--- config.mk ---
export PLATFORM = sky130hd
export DESIGN_NAME = id_ex_stage
export DESIGN_NICKNAME = d
export VERILOG_FILES = /design/src/rtl/pipeline_pkg.sv /design/src/rtl/id_ex_stage_fwd_mux.sv /design/src/rtl/id_ex_stage.sv
export SDC_FILE = /design/constraint.sdc
export NUM_CORES = 1
export LEC_CHECK = 0
export ABC_AREA = 1
export CAP_MARGIN = 30
export CORE_AREA = 2 2 133 135
export CTS_CLUSTER_DIAMETER = 80
export DETAILED_ROUTE_END_ITERATION = 8
export DIE_AREA = 0 0 135 137
export HOLD_SLACK_MARGIN = 0.05
export PLACE_DENSITY_LB_ADDON = 0.1
export SYNTH_ARGS = -nofsm -noshare
export SYNTH_HDL_FRONTEND = slang
export SYNTH_SLANG_ARGS = --single-unit
export TNS_END_PERCENT = 5
--- constraint.sdc ---
create_clock -name clk -period 3.8 [get_ports clk]
set_clock_uncertainty 0.15 [all_clocks]
set_input_delay 0.57 -clock clk [delete_from_list [all_inputs] [get_ports clk]]
set_output_delay 0.57 -clock clk [all_outputs]
set_load 0.02 [all_outputs]
--- src/rtl/pipeline_pkg.sv ---
// ---------------------------------------------------------------------------
// pipeline_pkg
// Shared constants for the MIPS32 pipeline slice: operand/register widths,
// ALU operation codes, the packed layout of the ID->EX control bundle and
// the operand-source select used by the forwarding muxes.
// No ports (package).
// ---------------------------------------------------------------------------
package pipeline_pkg;

    localparam int DATA_W   = 32;
    localparam int REG_AW   = 3;
    localparam int ALU_OP_W = 4;
    localparam int CNT_W    = 16;

    // ALU operation codes carried on id_alu_op / ex_alu_op
    localparam logic [ALU_OP_W-1:0] ALU_ADD = 4'd0;
    localparam logic [ALU_OP_W-1:0] ALU_SUB = 4'd1;
    localparam logic [ALU_OP_W-1:0] ALU_AND = 4'd2;
    localparam logic [ALU_OP_W-1:0] ALU_OR  = 4'd3;
    localparam logic [ALU_OP_W-1:0] ALU_XOR = 4'd4;
    localparam logic [ALU_OP_W-1:0] ALU_SLT = 4'd5;
    localparam logic [ALU_OP_W-1:0] ALU_SLL = 4'd6;
    localparam logic [ALU_OP_W-1:0] ALU_SRL = 4'd7;

    // Control bundle layout: {mem_write, mem_read, reg_write, dst, alu_op}
    localparam int CTRL_ALU_OP_LSB     = 0;
    localparam int CTRL_DST_LSB        = CTRL_ALU_OP_LSB + ALU_OP_W;
    localparam int CTRL_REG_WRITE_BIT  = CTRL_DST_LSB + REG_AW;
    localparam int CTRL_MEM_READ_BIT   = CTRL_REG_WRITE_BIT + 1;
    localparam int CTRL_MEM_WRITE_BIT  = CTRL_MEM_READ_BIT + 1;
    localparam int CTRL_W              = CTRL_MEM_WRITE_BIT + 1;

    // Where a resolved operand comes from, highest priority last
    typedef enum logic [1:0] {
        SRC_RF  = 2'd0,
        SRC_WB  = 2'd1,
        SRC_MEM = 2'd2,
        SRC_EX  = 2'd3
    } fwd_src_e;

endpackage

--- src/rtl/id_ex_stage_fwd_mux.sv ---
// ---------------------------------------------------------------------------
// fwd_mux
// Per-operand hazard detection and bypass selection for the ID stage.
// Build option: FORWARDING_EN (defined = EX/MEM/WB forwarding with load-use
// stall only; undefined = WB bypass only, stall on any EX/MEM dependence).
// Ports:
//   src, use_src                   source register index and "is read" bit
//   ex_valid/reg_write/mem_read    EX-slot producer state (registered ID/EX)
//   ex_dst, ex_data                EX producer destination and ALU result
//   mem_reg_write/dst/data         MEM-stage producer
//   wb_reg_write/dst/data          WB-stage producer (same cycle RF write)
//   rf_data                        register-file read data for src
//   fwd_data                       resolved operand value
//   hazard                         operand cannot be resolved this cycle
// ---------------------------------------------------------------------------
module fwd_mux
    import pipeline_pkg::*;
#(
    parameter int DW = pipeline_pkg::DATA_W,
    parameter int AW = pipeline_pkg::REG_AW
) (
    input  logic [AW-1:0] src,
    input  logic          use_src,
    input  logic          ex_valid,
    input  logic          ex_reg_write,
    input  logic          ex_mem_read,
    input  logic [AW-1:0] ex_dst,
    input  logic [DW-1:0] ex_data,
    input  logic          mem_reg_write,
    input  logic [AW-1:0] mem_dst,
    input  logic [DW-1:0] mem_data,
    input  logic          wb_reg_write,
    input  logic [AW-1:0] wb_dst,
    input  logic [DW-1:0] wb_data,
    input  logic [DW-1:0] rf_data,
    output logic [DW-1:0] fwd_data,
    output logic          hazard
);

    logic     ex_match;
    logic     mem_match;
    logic     wb_match;
    fwd_src_e sel;

    // Register 0 is an ordinary register, so no zero-index exclusion here.
    assign ex_match  = use_src && ex_valid && ex_reg_write && (ex_dst == src);
    assign mem_match = use_src && mem_reg_write && (mem_dst == src);
    assign wb_match  = use_src && wb_reg_write && (wb_dst == src);

    // Youngest producer wins. A load in EX has no data yet, so it never
    // selects EX; the hazard output turns that case into a stall. Without
    // forwarding the same mux is used, but any EX/MEM match stalls and the
    // selected value is then discarded in favour of a bubble.
    always_comb begin
        sel = SRC_RF;
        if (ex_match && !ex_mem_read) begin
            sel = SRC_EX;
        end else if (mem_match) begin
            sel = SRC_MEM;
        end else if (wb_match) begin
            sel = SRC_WB;
        end
    end

    always_comb begin
        fwd_data = rf_data;
        case (sel)
            SRC_EX:  fwd_data = ex_data;
            SRC_MEM: fwd_data = mem_data;
            SRC_WB:  fwd_data = wb_data;
            default: fwd_data = rf_data;
        endcase
    end

`ifdef FORWARDING_EN
    assign hazard = ex_match && ex_mem_read;
`else
    assign hazard = ex_match || mem_match;
`endif

endmodule

--- src/rtl/id_ex_stage.sv ---
// ---------------------------------------------------------------------------
// id_ex_stage
// ID->EX pipeline register of the MIPS32 pipeline. Resolves RAW hazards by
// forwarding or stalling, drives the stall handshake to IF/ID and latches
// operands and controls for EX. Build option: FORWARDING_EN (see fwd_mux).
// Ports:
//   clk, rst_n                 clock, synchronous active-low reset
//   id_*                       decoded instruction in the ID slot
//   rf_data_1/2                register-file read data for rs / rt
//   flush                      branch squash from EX (beats stall)
//   ex_result                  ALU result of the instruction now in EX
//   mem_*/wb_*                 downstream producers for forwarding
//   stall                      hold PC and IF/ID this cycle
//   ex_*                       registered operands/controls for EX
//   stall_count                saturating count of stall cycles
// ---------------------------------------------------------------------------
module id_ex_stage #(
    parameter int DATA_W   = pipeline_pkg::DATA_W,
    parameter int REG_AW   = pipeline_pkg::REG_AW,
    parameter int ALU_OP_W = pipeline_pkg::ALU_OP_W,
    parameter int CNT_W    = pipeline_pkg::CNT_W
) (
    input  logic                clk,
    input  logic                rst_n,
    input  logic                id_valid,
    input  logic [REG_AW-1:0]   id_rs,
    input  logic [REG_AW-1:0]   id_rt,
    input  logic                id_use_rs,
    input  logic                id_use_rt,
    input  logic [REG_AW-1:0]   id_dst,
    input  logic                id_reg_write,
    input  logic                id_mem_read,
    input  logic                id_mem_write,
    input  logic [ALU_OP_W-1:0] id_alu_op,
    input  logic                id_alu_src,
    input  logic [DATA_W-1:0]   id_imm,
    input  logic [DATA_W-1:0]   rf_data_1,
    input  logic [DATA_W-1:0]   rf_data_2,
    input  logic                flush,
    input  logic [DATA_W-1:0]   ex_result,
    input  logic                mem_reg_write,
    input  logic [REG_AW-1:0]   mem_dst,
    input  logic [DATA_W-1:0]   mem_data,
    input  logic                wb_reg_write,
    input  logic [REG_AW-1:0]   wb_dst,
    input  logic [DATA_W-1:0]   wb_data,
    output logic                stall,
    output logic                ex_valid,
    output logic [DATA_W-1:0]   ex_op_a,
    output logic [DATA_W-1:0]   ex_op_b,
    output logic [DATA_W-1:0]   ex_store_data,
    output logic [REG_AW-1:0]   ex_dst,
    output logic                ex_reg_write,
    output logic                ex_mem_read,
    output logic                ex_mem_write,
    output logic [ALU_OP_W-1:0] ex_alu_op,
    output logic [CNT_W-1:0]    stall_count
);

    import pipeline_pkg::*;

    logic [DATA_W-1:0] val_a;
    logic [DATA_W-1:0] val_b;
    logic              haz_a;
    logic              haz_b;
    logic              take;
    logic [CTRL_W-1:0] id_ctrl;
    logic [CTRL_W-1:0] ex_ctrl;

    fwd_mux #(.DW(DATA_W), .AW(REG_AW)) u_fwd_a (
        .src           (id_rs),
        .use_src       (id_use_rs),
        .ex_valid      (ex_valid),
        .ex_reg_write  (ex_reg_write),
        .ex_mem_read   (ex_mem_read),
        .ex_dst        (ex_dst),
        .ex_data       (ex_result),
        .mem_reg_write (mem_reg_write),
        .mem_dst       (mem_dst),
        .mem_data      (mem_data),
        .wb_reg_write  (wb_reg_write),
        .wb_dst        (wb_dst),
        .wb_data       (wb_data),
        .rf_data       (rf_data_1),
        .fwd_data      (val_a),
        .hazard        (haz_a)
    );

    fwd_mux #(.DW(DATA_W), .AW(REG_AW)) u_fwd_b (
        .src           (id_rt),
        .use_src       (id_use_rt),
        .ex_valid      (ex_valid),
        .ex_reg_write  (ex_reg_write),
        .ex_mem_read   (ex_mem_read),
        .ex_dst        (ex_dst),
        .ex_data       (ex_result),
        .mem_reg_write (mem_reg_write),
        .mem_dst       (mem_dst),
        .mem_data      (mem_data),
        .wb_reg_write  (wb_reg_write),
        .wb_dst        (wb_dst),
        .wb_data       (wb_data),
        .rf_data       (rf_data_2),
        .fwd_data      (val_b),
        .hazard        (haz_b)
    );

    // Stall depends only on ID inputs and registered EX state (never on
    // ex_result), so there is no combinational path from stall back to itself.
    assign stall = id_valid && !flush && (haz_a || haz_b);
    assign take  = id_valid && !flush && !stall;

    assign id_ctrl = {id_mem_write, id_mem_read, id_reg_write, id_dst, id_alu_op};

    // Either the decoded instruction or a bubble enters EX; a bubble clears
    // every field so nothing downstream can write or touch memory.
    always_ff @(posedge clk) begin
        if (!rst_n || !take) begin
            ex_valid      <= 1'b0;
            ex_op_a       <= '0;
            ex_op_b       <= '0;
            ex_store_data <= '0;
            ex_ctrl       <= '0;
        end else begin
            ex_valid      <= 1'b1;
            ex_op_a       <= val_a;
            ex_op_b       <= id_alu_src ? id_imm : val_b;
            ex_store_data <= val_b;
            ex_ctrl       <= id_ctrl;
        end
    end

    assign ex_alu_op    = ex_ctrl[CTRL_ALU_OP_LSB +: ALU_OP_W];
    assign ex_dst       = ex_ctrl[CTRL_DST_LSB +: REG_AW];
    assign ex_reg_write = ex_ctrl[CTRL_REG_WRITE_BIT];
    assign ex_mem_read  = ex_ctrl[CTRL_MEM_READ_BIT];
    assign ex_mem_write = ex_ctrl[CTRL_MEM_WRITE_BIT];

    // Saturating stall counter; holds at all-ones.
    always_ff @(posedge clk) begin
        if (!rst_n) begin
            stall_count <= '0;
        end else if (stall && (stall_count != {CNT_W{1'b1}})) begin
            stall_count <= stall_count + 1'b1;
        end
    end

endmodule
# Word-level counts from Yosys, hierarchy flattened
# Index checks and enable logic that the tools add are counted.
# W data, S select, Z words.
totals:
  wordCells: 59
  ff_bits: 123
  out_inout_bits: 124
  in_bits: 223
op_classes:
  muxes: 10
  n_eq_ne: 13
  n_addsub: 1
  reduce_logical: 29
op_table:
  columns: ["operator", "count"]
  rows:
  - ["$pmux W32 S3", 2]
  - ["$mux W32", 1]
  - ["$logic_and A1 B1 Y1", 20]
  - ["$eq A3 B3 Y1", 6]
  - ["$add A16 B1 Y16 const B", 1]
  - ["$ne A16 B16 Y1 const B", 1]
  - ["$eq A2 B2 Y1 const B", 4]
  - ["$mux W2", 4]
  - ["$logic_not A1 Y1", 5]
  - ["$eq A2 B1 Y1 const B", 2]
  - ["$logic_or A1 B1 Y1", 4]
  - ["$mux W1", 3]

# Depth between registers and ports, before layout
logic_depth:
  depth_word: 11
  depth_mapped: 14
  depth_no_buf: 13

# By module
# Synthesis repeated with hierarchy kept, for this count alone.
unflattened:
  cells_unflattened: 1021
  area_unflattened_um2: 6761.5
by_module_without_submodules:
  columns: ["mod", "area_each_um2", "instances", "cells_each", "seq_area_each_um2"]
  rows:
  - ["id_ex_stage", 4169.0, 1, 527, 2462.4]
  - ["fwd_mux", 1296.2, 2, 247, 0.0]

# Worst setup path before layout
# No wires, ideal clock.
synth_path:
  path_kind: "input to output"
  start: "input port mem_reg_write"
  end: "output port stall"
  t_arrival_ns: 1.675
  setup_slack_ns: 1.405
  cell_stages: 9
  t_required_ns: 3.080
  n_path_buf: 1
  cell_sequence: "nand2_1 a21oi_1 nand3_1 nor2_2 nor2_2 nand2_4 inv_4 buf_2 nor2_1"
synth_via:
  elab_chain_cells: 5
  word_cells_on_any_way: 8
  cone_classes: "8 x reduce/logical"
synth_lines:
  columns: ["element", "line_no", "text"]
  rows:
  - ["from (decl)", "id_ex_stage.sv:41", "input logic mem_reg_write,"]
  - ["$logic_and A1 B1 Y1 (2 in a row)", "id_ex_stage_fwd_mux.sv:47", "assign mem_match = use_src && mem_reg_write && (mem_dst == src);"]
  - ["$logic_or A1 B1 Y1", "id_ex_stage_fwd_mux.sv:78", "assign hazard = ex_match || mem_match;"]
  - ["$logic_or A1 B1 Y1 *", "id_ex_stage.sv:110", "assign stall = id_valid && !flush && (haz_a || haz_b);"]
  - ["$logic_and A1 B1 Y1 *", "id_ex_stage.sv:110", null]
  - ["to (decl)", "id_ex_stage.sv:47", "output logic stall,"]
# Mark *: on every way between the ends. The rest lies on a longest branch, timed or not.

# Worst setup path after layout
layout_path:
  start: "input port id_rt[0]"
  end: "output port stall"
layout_via:
  elab_chain_cells: 5
  word_cells_on_any_way: 7
  cone_classes: "2 x eq/ne; 5 x reduce/logical"
layout_lines:
  columns: ["element", "line_no", "text"]
  rows:
  - ["from (decl)", "id_ex_stage.sv:27", "input logic [REG_AW-1:0] id_rt,"]
  - ["$eq A3 B3 Y1, on equally long branches", "id_ex_stage_fwd_mux.sv:46, id_ex_stage_fwd_mux.sv:47", null]
  - ["$logic_and A1 B1 Y1, on equally long branches", "id_ex_stage_fwd_mux.sv:46, id_ex_stage_fwd_mux.sv:47", null]
  - ["$logic_or A1 B1 Y1 *", "id_ex_stage_fwd_mux.sv:78", null]
  - ["$logic_or A1 B1 Y1 *", "id_ex_stage.sv:110", null]
  - ["$logic_and A1 B1 Y1 *", "id_ex_stage.sv:110", null]
# Marks and branches as above.

==> results.tsv <==
metric	value	unit
placed_cell_area	0.0106	sq mm
cts_tree	built	
grtUsageTotal	30.8	%
fin_util	65.9	%
seqPwrFrac	35.3	%
clk_latency	420	ps
syn-cell-area	0.00701	sq mm
yosysTopAreaCell	dfxtp_1	
r2r-start	ex_ctrl[6]	
multi_input_area	0.00367	sq mm
gp_congestion	0.931	
path_class	in -> out	
fillCellCount	1563	
hold_viol	0	
powerDensity	339	mW/mm^2
tightest_slew	568	ps
wl_per_cell	17.8	microns
final_nets	1624	
first_pass_iters	6	
vias	8451	
ir_drop	0.000323	V
fin_tns_setup	0	ps
seqCellArea	0.00246	sq mm
p_leak	4.82	nW
fp.coreArea	0.0171	sq mm
clk_path_buf_depth	2	
overflow	0	
final_common_cell	clkdlybuf4s50_1	
die-area	0.0185	sq mm
fin_crit	3340	ps
synth_top_area_share	35.1	%
hpwl	22.7	mm
worst_ep_arrival_time	2620	ps
drt_iter0_drc	658	
power_switching	0.970	mW
grt_pass1_vias	8004	
ys_ff_latch	123	
place_ws	476	ps
area_growth	60.4	%
cp-startpoint	id_rt[0]	
layout_common_cells	clkdlybuf4s50_1, nand2_1, inv_1	
p_int	2.84	mW
synthCells	1090	
die_w	135	microns
cp_max_fo	17	
io_buffers	346	
worstSetupStartpointType	input pin	
yosysUniqueCellTypes	30	
status	finished, final reports clean	
initial_core_util	41.1	%
drc	0	
clockPowerShare	46.3	%
hp-class	reg -> reg	
fin_ws	461	ps
cts-root-buf	clkbuf_16	
synth-warning-count	0	
final.period_utilization	87.9	%
drive_gt1_share	5.66	%
drtAntennaViolNets	0	
io_pins	347	
htreeDepth	4	
clock_sinks	123	
combinationalPowerShare	18.5	%
cts_resized	0	
cap_violations	0	
yosysSeqAreaShare	35.1	%
cts_setup_buffers	0	
rows	48	
antenna_found_initial	5	
syn_nets	1314	
via_per_inst	5.14	
grt_max_degree	65	
grt_pass1_wl	43.7	mm
die_h	137	microns
ys_top_cells_by_area	dfxtp_1, nand2_1, nand3_1	
clk_pin_slew	60	ps
required	3080	ps
postCtsHoldBufs	0	
slew_viol_final	0	
fmax	300	MHz
final_area	0.0112	sq mm
p_sw_share	25.5	%
setup-violations-final	0	
synth_area_per_cell	6.43	sq um
rsz0062_at_grt	false	
slew-limit-headroom	62.1	%
crit_path_end_kind	output port	
hp-start	stall_count[15]	
wirelength	29.3	mm
cts_buffers	17	
-- layout make-up --
cell class / count / area share (%)
multi-input cells: 750 / 32.7
well taps: 225 / 2.51
flip-flops and latches: 123 / 21.9
inverters: 144 / 4.86
diodes: 5 / 0.111
clock buffers: 22 / 4.22
repair buffers: 364 / 32.2
clock inverters: 10 / 1.45
-- flip-flops by register name, summed over array words and instances (netlist names) --
signal and cells:
ex_store_data 32, ex_op_a 32, ex_ctrl 10, ex_valid 1, stall_count 16, ex_op_b 32
-- worst max-delay path: stages --
cell,delay [ps]
clkdlybuf4s50_1,580
inv_1,80
nand2_1,100
nand3_1,100
nor2_2,180
nor2_2,80
nand2_4,200
inv_4,40
nor2_1,80
clkdlybuf4s50_1,600
-- final timing paths --
kind	slack, ps	depth (start not counted)	to
setup / recovery	460	10	stall
hold / removal	360	2	stall_count[15]
setup reg to reg	1220	12	ex_op_b[3]
hold reg to reg	360	2	stall_count[15]
-- cell usage after synthesis, drive strengths merged --
cell type and number:
nand2 216, nor2 142, nand4 47, o211ai 33, and2 1, nand3 120, inv 144, nor4 1
nor3 1, a21oi 80, ha 1, or2 4, nand3b 28, xor2 7, o21ai 65, xnor2 4
clkbuf 32, dfxtp 123, buf 41
-- metal layers --
metal	routed length, microns	part of all wire [%]	up-vias	track usage, %
met5	0	0	-	0
met1	11700	40	3799	36.2
met3	2770	9.5	58	9.33
met4	918	3.1	0	13.8
met2	13900	48	423	51.8
li1	-	-	4171	-
-- power groups by stage --
stage | clock, mW | sequential (mW) | combinational [mW]
finish | 1.76 | 1.34 | 0.703
global route | 1.84 | 1.35 | 0.757
detailed placement | 0 | 1.37 | 0.695
global placement | 0 | 1.37 | 0.690
floorplan | 0 | 1.42 | 0.239
CTS | 1.78 | 1.34 | 0.699
-- per-stage QoR --
step / hold slack (ps) / cells / power (mW)
2_1_floorplan: 414 / 1090 / 1.66
3_3_place_gp: 350 / 1605 / 2.06
3_5_place_dp: 355 / 1606 / 2.07
4_1_cts: 364 / 1638 / 3.82
5_1_grt: 397 / 1642 / 3.94
6_report: 364 / 1643 / 3.81
-- cell families (layout without fill, tap and decap cells) --
family          count (synthesis)  after routing  synth area share, %
simple gates                  560            560                 36.7
xor+xnor                       11             11                 1.38
other cells                     0              5                    0
flops                         123            123                 35.1
fa+ha+maj                       1              1                0.179
compound gates                178            178                 13.9
buf+inv                       217            540                 12.7
(Power assumes the default switching activity.)
